File: src/rtl/and7_match_qualifier.sv
// Synchronized, debounced 7-input AND qualifier with rise/fall pulses and a saturating hit counter.
// The filter FSM, pulses and counter advance on SP; the synchronizers run on every CK edge.
module and7_match_qualifier #(
    parameter int FILTER      = 4,
    parameter int SYNC_STAGES = 2,
    parameter int CNT_W       = 8
) (
    input  logic             CK,
    input  logic             CDN,
    input  logic             SP,
    input  logic             CLRH,
    input  logic             A0,
    input  logic             A1,
    input  logic             A2,
    input  logic             A3,
    input  logic             A4,
    input  logic             A5,
    input  logic             A6,
    output logic             Z0,
    output logic             ZR,
    output logic             ZF,
    output logic [CNT_W-1:0] HITS,
    output logic             SAT
);

    typedef enum logic [1:0] {IDLE, ARMING, ACTIVE, RELEASING} state_t;

    if (FILTER < 1 || FILTER > 15 || (SYNC_STAGES != 1 && SYNC_STAGES != 2) ||
        CNT_W < 2 || CNT_W > 16) begin : g_bad_cfg
        $error("and7_match_qualifier: parameter out of legal range");
    end

    logic [6:0] a_in;
    logic [6:0] sync_q [SYNC_STAGES];
    logic       t;

    assign a_in = {A6, A5, A4, A3, A2, A1, A0};

    // NOTE: non-blocking assignments make each stage take the previous stage's old value,
    // so the chain really is SYNC_STAGES flops deep regardless of statement order.
    always_ff @(posedge CK or negedge CDN) begin
        if (!CDN) begin
            for (int i = 0; i < SYNC_STAGES; i++) sync_q[i] <= '0;
        end else begin
            sync_q[0] <= a_in;
            for (int i = 1; i < SYNC_STAGES; i++) sync_q[i] <= sync_q[i-1];
        end
    end

    assign t = &sync_q[SYNC_STAGES-1];

    state_t           state;
    logic [3:0]       fcnt;
    logic [4:0]       fcnt_inc;
    logic             filter_done;
    logic             rise;
    logic             fall;
    logic [CNT_W-1:0] hits_inc;

    // fcnt is 0 in IDLE/ACTIVE, so one compare covers both the FILTER=1 shortcut and the counted path.
    assign fcnt_inc    = {1'b0, fcnt} + 5'd1;
    assign filter_done = (fcnt_inc == 5'(FILTER));
    assign rise        = SP && !Z0 && t && filter_done;
    assign fall        = SP && Z0 && !t && filter_done;
    assign hits_inc    = HITS + 1'b1;

    always_ff @(posedge CK or negedge CDN) begin
        if (!CDN) begin
            state <= IDLE;
            fcnt  <= '0;
            Z0    <= 1'b0;
            ZR    <= 1'b0;
            ZF    <= 1'b0;
            HITS  <= '0;
            SAT   <= 1'b0;
        end else begin
            ZR <= rise;
            ZF <= fall;

            if (SP) begin
                case (state)
                    IDLE: begin
                        if (t) begin
                            if (filter_done) begin
                                state <= ACTIVE;
                                Z0    <= 1'b1;
                            end else begin
                                state <= ARMING;
                                fcnt  <= 4'd1;
                            end
                        end
                    end
                    ARMING: begin
                        if (!t) begin
                            state <= IDLE;
                            fcnt  <= '0;
                        end else if (filter_done) begin
                            state <= ACTIVE;
                            fcnt  <= '0;
                            Z0    <= 1'b1;
                        end else begin
                            fcnt <= fcnt + 4'd1;
                        end
                    end
                    ACTIVE: begin
                        if (!t) begin
                            if (filter_done) begin
                                state <= IDLE;
                                Z0    <= 1'b0;
                            end else begin
                                state <= RELEASING;
                                fcnt  <= 4'd1;
                            end
                        end
                    end
                    RELEASING: begin
                        if (t) begin
                            state <= ACTIVE;
                            fcnt  <= '0;
                        end else if (filter_done) begin
                            state <= IDLE;
                            fcnt  <= '0;
                            Z0    <= 1'b0;
                        end else begin
                            fcnt <= fcnt + 4'd1;
                        end
                    end
                    default: begin
                        state <= IDLE;
                        fcnt  <= '0;
                        Z0    <= 1'b0;
                    end
                endcase
            end

            // Clear beats a coincident rise; rise already implies SP.
            if (CLRH) begin
                HITS <= '0;
                SAT  <= 1'b0;
            end else if (rise && !(&HITS)) begin
                HITS <= hits_inc;
                SAT  <= &hits_inc;
            end
        end
    end

endmodule

File: config.mk
export PLATFORM = sky130hd
export DESIGN_NAME = and7_match_qualifier
export DESIGN_NICKNAME = d
export VERILOG_FILES = /design/src/rtl/and7_match_qualifier.sv
export SDC_FILE = /design/constraint.sdc
export NUM_CORES = 1
export LEC_CHECK = 0
export CORE_MARGIN = 2
export CORE_UTILIZATION = 30
export DETAILED_ROUTE_END_ITERATION = 12
export PLACE_DENSITY = 0.59
export SYNTH_ARGS = -nofsm -noshare
export SYNTH_HDL_FRONTEND = slang
export SYNTH_SLANG_ARGS = --single-unit
File: constraint.sdc
create_clock -name CK -period 3.05 [get_ports CK]
set_input_delay 0.915 -clock CK [delete_from_list [all_inputs] [get_ports CK]]
set_output_delay 0.915 -clock CK [all_outputs]
set_load 0.05 [all_outputs]
* After elaboration in Yosys (flattened, before gate mapping) *
Index checks and enable logic that the tools add are counted.

word-level totals
  memory bits (writable) = 0
  register bits = 32
  latch bits = 0
  memory bits (read-only) = 0
  output and inout port bits = 12
  memories = 0
  word-level logic and storage cells = 69
  bits of input ports = 11

cells by class
  bitwise logic cells = 0
  $lt $le $gt $ge = 0
  divide/modulo/power cells = 0
  reduce and logical (&&, ||, !) cells = 20
  multipliers = 0
  multiplexer cells = 25
  shifts and indexed selects = 0
  eq/ne operators = 12
  add/subtract/negate cells = 3

operator list
  kind                                                                      number
  4-bit 2-to-1 mux                                                          6
  2-bit 2-to-1 mux                                                          8
  8-bit 2-to-1 mux                                                          2
  4-bit one-hot mux with 4 select lines                                     1
  8-bit AND reduction                                                       2
  5-bit AND reduction                                                       2
  8-bit by 1-bit adder with 8-bit output (second input constant)            1
  2-bit one-hot mux with 4 select lines                                     1
  1-bit logical AND                                                         7
  7-bit AND reduction                                                       1
  1-bit 2-to-1 mux                                                          6
  2-bit by 1-bit inequality test with 1-bit output (second input constant)  3
  2-bit inequality test (second input constant)                             3
  3-bit inequality test (second input constant)                             2
  4-bit by 1-bit adder with 5-bit output (second input constant)            1
  5-bit by 3-bit == test with 1-bit output (second input constant)          1
  4-bit by 1-bit adder with 4-bit output (second input constant)            1
  2-bit == test (second input constant)                                     2
  2-bit OR reduction                                                        2
  1-bit zero test                                                           3
  3-bit AND reduction                                                       1
  2-bit by 1-bit == test with 1-bit output (second input constant)          1
  2-bit zero test                                                           1
  1-bit one-hot mux with 2 select lines                                     1
  2-bit nonzero test                                                        1

* Depth between registers and ports, before layout *
  depth after elaboration = 7
  depth in mapped cells = 7
  depth with buffers taken out = 6

* Least setup slack after synthesis *
No wires, ideal clock.

  kind = flip-flop to flip-flop
  from = register HITS[1]
  to = register SAT
  arrival time = 1.838 ns
  path slack = 1.084 ns
  period minus slack after synthesis = 1.966 ns
  stages on the path, launching flop included = 8
  library setup time = 0.128 ns
  required time = 2.922 ns
  path through = dfrtp_1 -> ha_1 -> clkbuf_1 -> a21oi_1 -> mux2_2 -> a32o_1 -> o2111ai_1 -> o21ai_0

between the ends
  longest elaborated chain between the ends = 4
  elaborated cells on any way between the ends = 8
  those cells by class = add/sub: 1; mux: 2; reduce/logical: 5

RTL lines
  what                                                                                  line      source
  start, declared                                                                       22        output logic [CNT_W-1:0] HITS,
  start signal, assigned                                                                141       HITS <= hits_inc;
  8-bit by 1-bit adder with 8-bit output / 8-bit AND reduction (equally long branches)  65, 140
  8-bit AND reduction / 1-bit zero test (equally long branches)                         142, 140
  1-bit 2-to-1 mux / 1-bit logical AND (equally long branches)                          140       end else if (rise && !(&HITS)) begin
  1-bit 2-to-1 mux / 2-bit nonzero test (equally long branches)                         -
  end signal, assigned                                                                  142       SAT <= &hits_inc;
  end, declared                                                                         23        output logic SAT

Parallel ways exist; a longest one is shown, timed or not. The select of a mux whose other input is x is not followed.
A chain may end at the register's enable or synchronous reset.

* Worst setup path after layout *
  from = register HITS[2]
  to = output port HITS[2]

No word-level cell between the ends.

==> impl_metrics.env <==
export IMPL_wl_um=2589
export IMPL_ant_nets=0
export IMPL_drv_cap=0
export IMPL_reg2reg_depth=6
export IMPL_synth_edf_count=0
export IMPL_clockPowerShare=0.455
export IMPL_core_rowCount=24
export IMPL_use_met2=0.1804
export IMPL_seqPwrFrac=0.511
export IMPL_clk_pin_slew_ns=0.07
export IMPL_dp_cells=188
export IMPL_relSlewSlack=0.6473
export IMPL_worstPathRequired_ns=2.13
export IMPL_comb_power_share=0.035
export IMPL_drive_above_1_share=0.1042
export IMPL_sw_frac_of_total=0.1964
export IMPL_cts_buffers=5
export IMPL_synth_common_cells="dfrtp_1, nor2_1, nand3_1, xor2_1, o21ai_0"
export IMPL_min_delay_start="sync_q[10]$_DFF_PN0_"
export IMPL_place_ws_ns=0.3752
export IMPL_grt_setup_unrepaired="false"
export IMPL_yosys_top_cells_area="dfrtp_1, xor2_1, nor2_1"
export IMPL_intPower_mw=0.6925
export IMPL_ir_worst_vdd_uv=277.4
export IMPL_setup_tns_ns=0
export IMPL_grt_max_degree=33
export IMPL_grt_overflow=0
export IMPL_diodes=0
export IMPL_drc=0
export IMPL_start_kind="flop"
export IMPL_die_w_um=72.10
export IMPL_cp_arrival_ns=1.63
export IMPL_cpLargestDelayFamily="buffers and inverters"
export IMPL_use_met1=0.1388
export IMPL_yosys_warnings=0
export IMPL_num_vias=981
export IMPL_fillers=419
export IMPL_p_per_area_mw_per_mm2=484.3
export IMPL_post_route_cell_area_sq_mm=0.001779
export IMPL_holdPathEnd="sync_q[3]$_DFF_PN0_"
export IMPL_avgSynthCellArea_sq_um=11.99
export IMPL_ff2ff_setup_slack_ns=1.24
export IMPL_initial_core_util=0.3152
export IMPL_globalRouteMet3Util=0.04861
export IMPL_nNetsFinal=157
export IMPL_r2r_end="HITS[5]$_DFFE_PN0P_"
export IMPL_dieArea_sq_mm=0.005198
export IMPL_synth_flop_cell="dfrtp_1"
export IMPL_gr_usage_all_layers=0.1152
export IMPL_syn_inst=116
export IMPL_setup_viol=0
export IMPL_worstHoldPathCells=0
export IMPL_r2r_start="fcnt[0]$_DFFE_PN0P_"
export IMPL_post_cts_resized=0
export IMPL_grt_antenna_before_repair=0
export IMPL_die_h_um=72.10
export IMPL_io_pin_count=23
export IMPL_grt_pass1_vias=987
export IMPL_cts_hold_buf=0
export IMPL_max_freq_ghz=0.3933
export IMPL_grt_pass1_wl_um=4560
export IMPL_netlist_area_sq_mm=0.001391
export IMPL_cts_max_level=2
export IMPL_via_per_inst=5.005
export IMPL_p_leak_nw=0.7849
export IMPL_wire_per_inst_um=13.21
export IMPL_stdcell_count=196
export IMPL_drtIter0Drc=65
export IMPL_setup_slack_ns=0.5071
export IMPL_multi_input_area_sq_um=570.5
export IMPL_min_period_ns=2.543
export IMPL_cp_end_kind="primary output"
export IMPL_yosysMostFrequentCell="dfrtp_1"
export IMPL_clk_path_buf_depth=2
export IMPL_critPathBufInv=1
export IMPL_slowest_stage="clkdlybuf4s50_1"
export IMPL_area_growth_syn_to_layout_pct=27.88
export IMPL_synth_top_area_cell="dfrtp_1"
export IMPL_path_class="reg2out"
export IMPL_fin_hold_ws_ns=0.3456
export IMPL_cp_depth=1
export IMPL_clock_sinks=32
export IMPL_gp_congestion=0.8577
export IMPL_hpwl_um=1837
export IMPL_synth_seq_area_share=0.5755
export IMPL_synth_async_sr_flop_share=1.000
export IMPL_drv_slew=0
export IMPL_worst_pin_slew_ns=0.5252
export IMPL_cp_max_fo=8
export IMPL_core_area_sq_mm=0.004414
export IMPL_worstPathCellList="clkdlybuf4s50_1"
export IMPL_cts_setup_buffers=0
export IMPL_cts_tree="yes"
export IMPL_io_buffers=22
export IMPL_hold_violations=0
export IMPL_fin_worst_skew_ns=0.007555
export IMPL_place_area_sq_mm=0.001672
export IMPL_syn_nets=130
export IMPL_timing_final_crit_share=0.8337
export IMPL_clk_latency_ns=0.29
export IMPL_regArea_sq_um=800.8
export IMPL_synthDistinctLibCells=38
export IMPL_status="finished, final reports clean"
export IMPL_root_buffer="clkbuf_8"
export IMPL_grt_busiest_layer="met2"
export IMPL_netlist_area_leader_share=0.5755
export IMPL_ys_ff_latch=32
export IMPL_crit_path_max_incr_delay_ns=0.86
export IMPL_hp_class="reg2reg"
export IMPL_dr_pass1_iters=4
export IMPL_power_switching_mw=0.1692
## layer usage
metal  share of wire  up-vias
met5               0        -
met4           0.020        0
met3           0.049        8
met2            0.48       16
met1            0.45      484
li1                -      473
## power by group through the flow
stage / clock network [mW] / logic, mW / registers [mW]
CTS: 0.406 / 0.0308 / 0.440
global placement: 0 / 0.0297 / 0.448
floorplan: 0 / 0.00577 / 0.447
finish: 0.392 / 0.0298 / 0.440
global route: 0.426 / 0.0334 / 0.441
detailed placement: 0 / 0.0307 / 0.448
## flip-flops by register name, indices dropped and copies added, names as in the netlist
name	flops
sync_q	14
HITS	8
fcnt	4
state	2
SAT	1
Z0	1
ZF	1
ZR	1
## stage by stage
step,util,total power [mW]
finish,0.4031,0.8617
global route,0.4031,0.9000
CTS,0.4031,0.8772
detailed placement,0.3787,0.4789
global placement,0.3787,0.4773
floorplan,-,0.4531
## how the worst max path moves through the flow
stage	startpoint	end	slack (ns)
after floorplan	HITS[1]$_DFFE_PN0P_	SAT$_DFFE_PN0P_	1.08
after global placement	SP	HITS[0]$_DFFE_PN0P_	0.42
after detailed placement	SP	HITS[5]$_DFFE_PN0P_	0.38
after CTS	HITS[2]$_DFFE_PN0P_	HITS[2]	0.48
after global routing	HITS[2]$_DFFE_PN0P_	HITS[2]	0.43
final	HITS[2]$_DFFE_PN0P_	HITS[2]	0.51
## placed cells by master (no fill, tap or decap), types with 2 or more instances in the layout
master,netlist,layout
nor3_1,2,2
nand4_1,4,4
a21oi_1,4,4
clkdlybuf4s50_1,0,22
a21o_1,3,3
ha_1,3,3
xor2_1,6,6
clkbuf_8,0,5
and3_1,3,3
nand2_1,3,3
inv_1,2,2
dfrtp_1,32,32
o21ai_0,5,5
and4b_1,2,2
nand3_1,8,8
nor2_1,12,12
a32o_1,2,2
and2_1,2,2
xnor2_1,2,2
## cell families (layout without fill, tap and decap cells)
family / after synthesis / in the layout / synth area share
XOR/XNOR: 9 / 9 / 0.06206
AO/OA/AOI/OAI: 19 / 19 / 0.09263
buffers and inverters: 5 / 33 / 0.01438
adder cells (fa/ha/maj): 3 / 3 / 0.02698
multiplexers: 2 / 2 / 0.01529
flip-flops: 32 / 32 / 0.5755
AND/OR/NAND/NOR: 46 / 46 / 0.2131
## final cells by class
class                   count  share of cell area
well taps                  52             0.03657
clock inverters             2             0.01969
repair buffers             23              0.1280
clock buffers               6             0.04079
multi-input cells          79              0.3207
inverters                   2            0.004219
flip-flops and latches     32              0.4501
No activity file was read; power rests on OpenSTA's default activity.
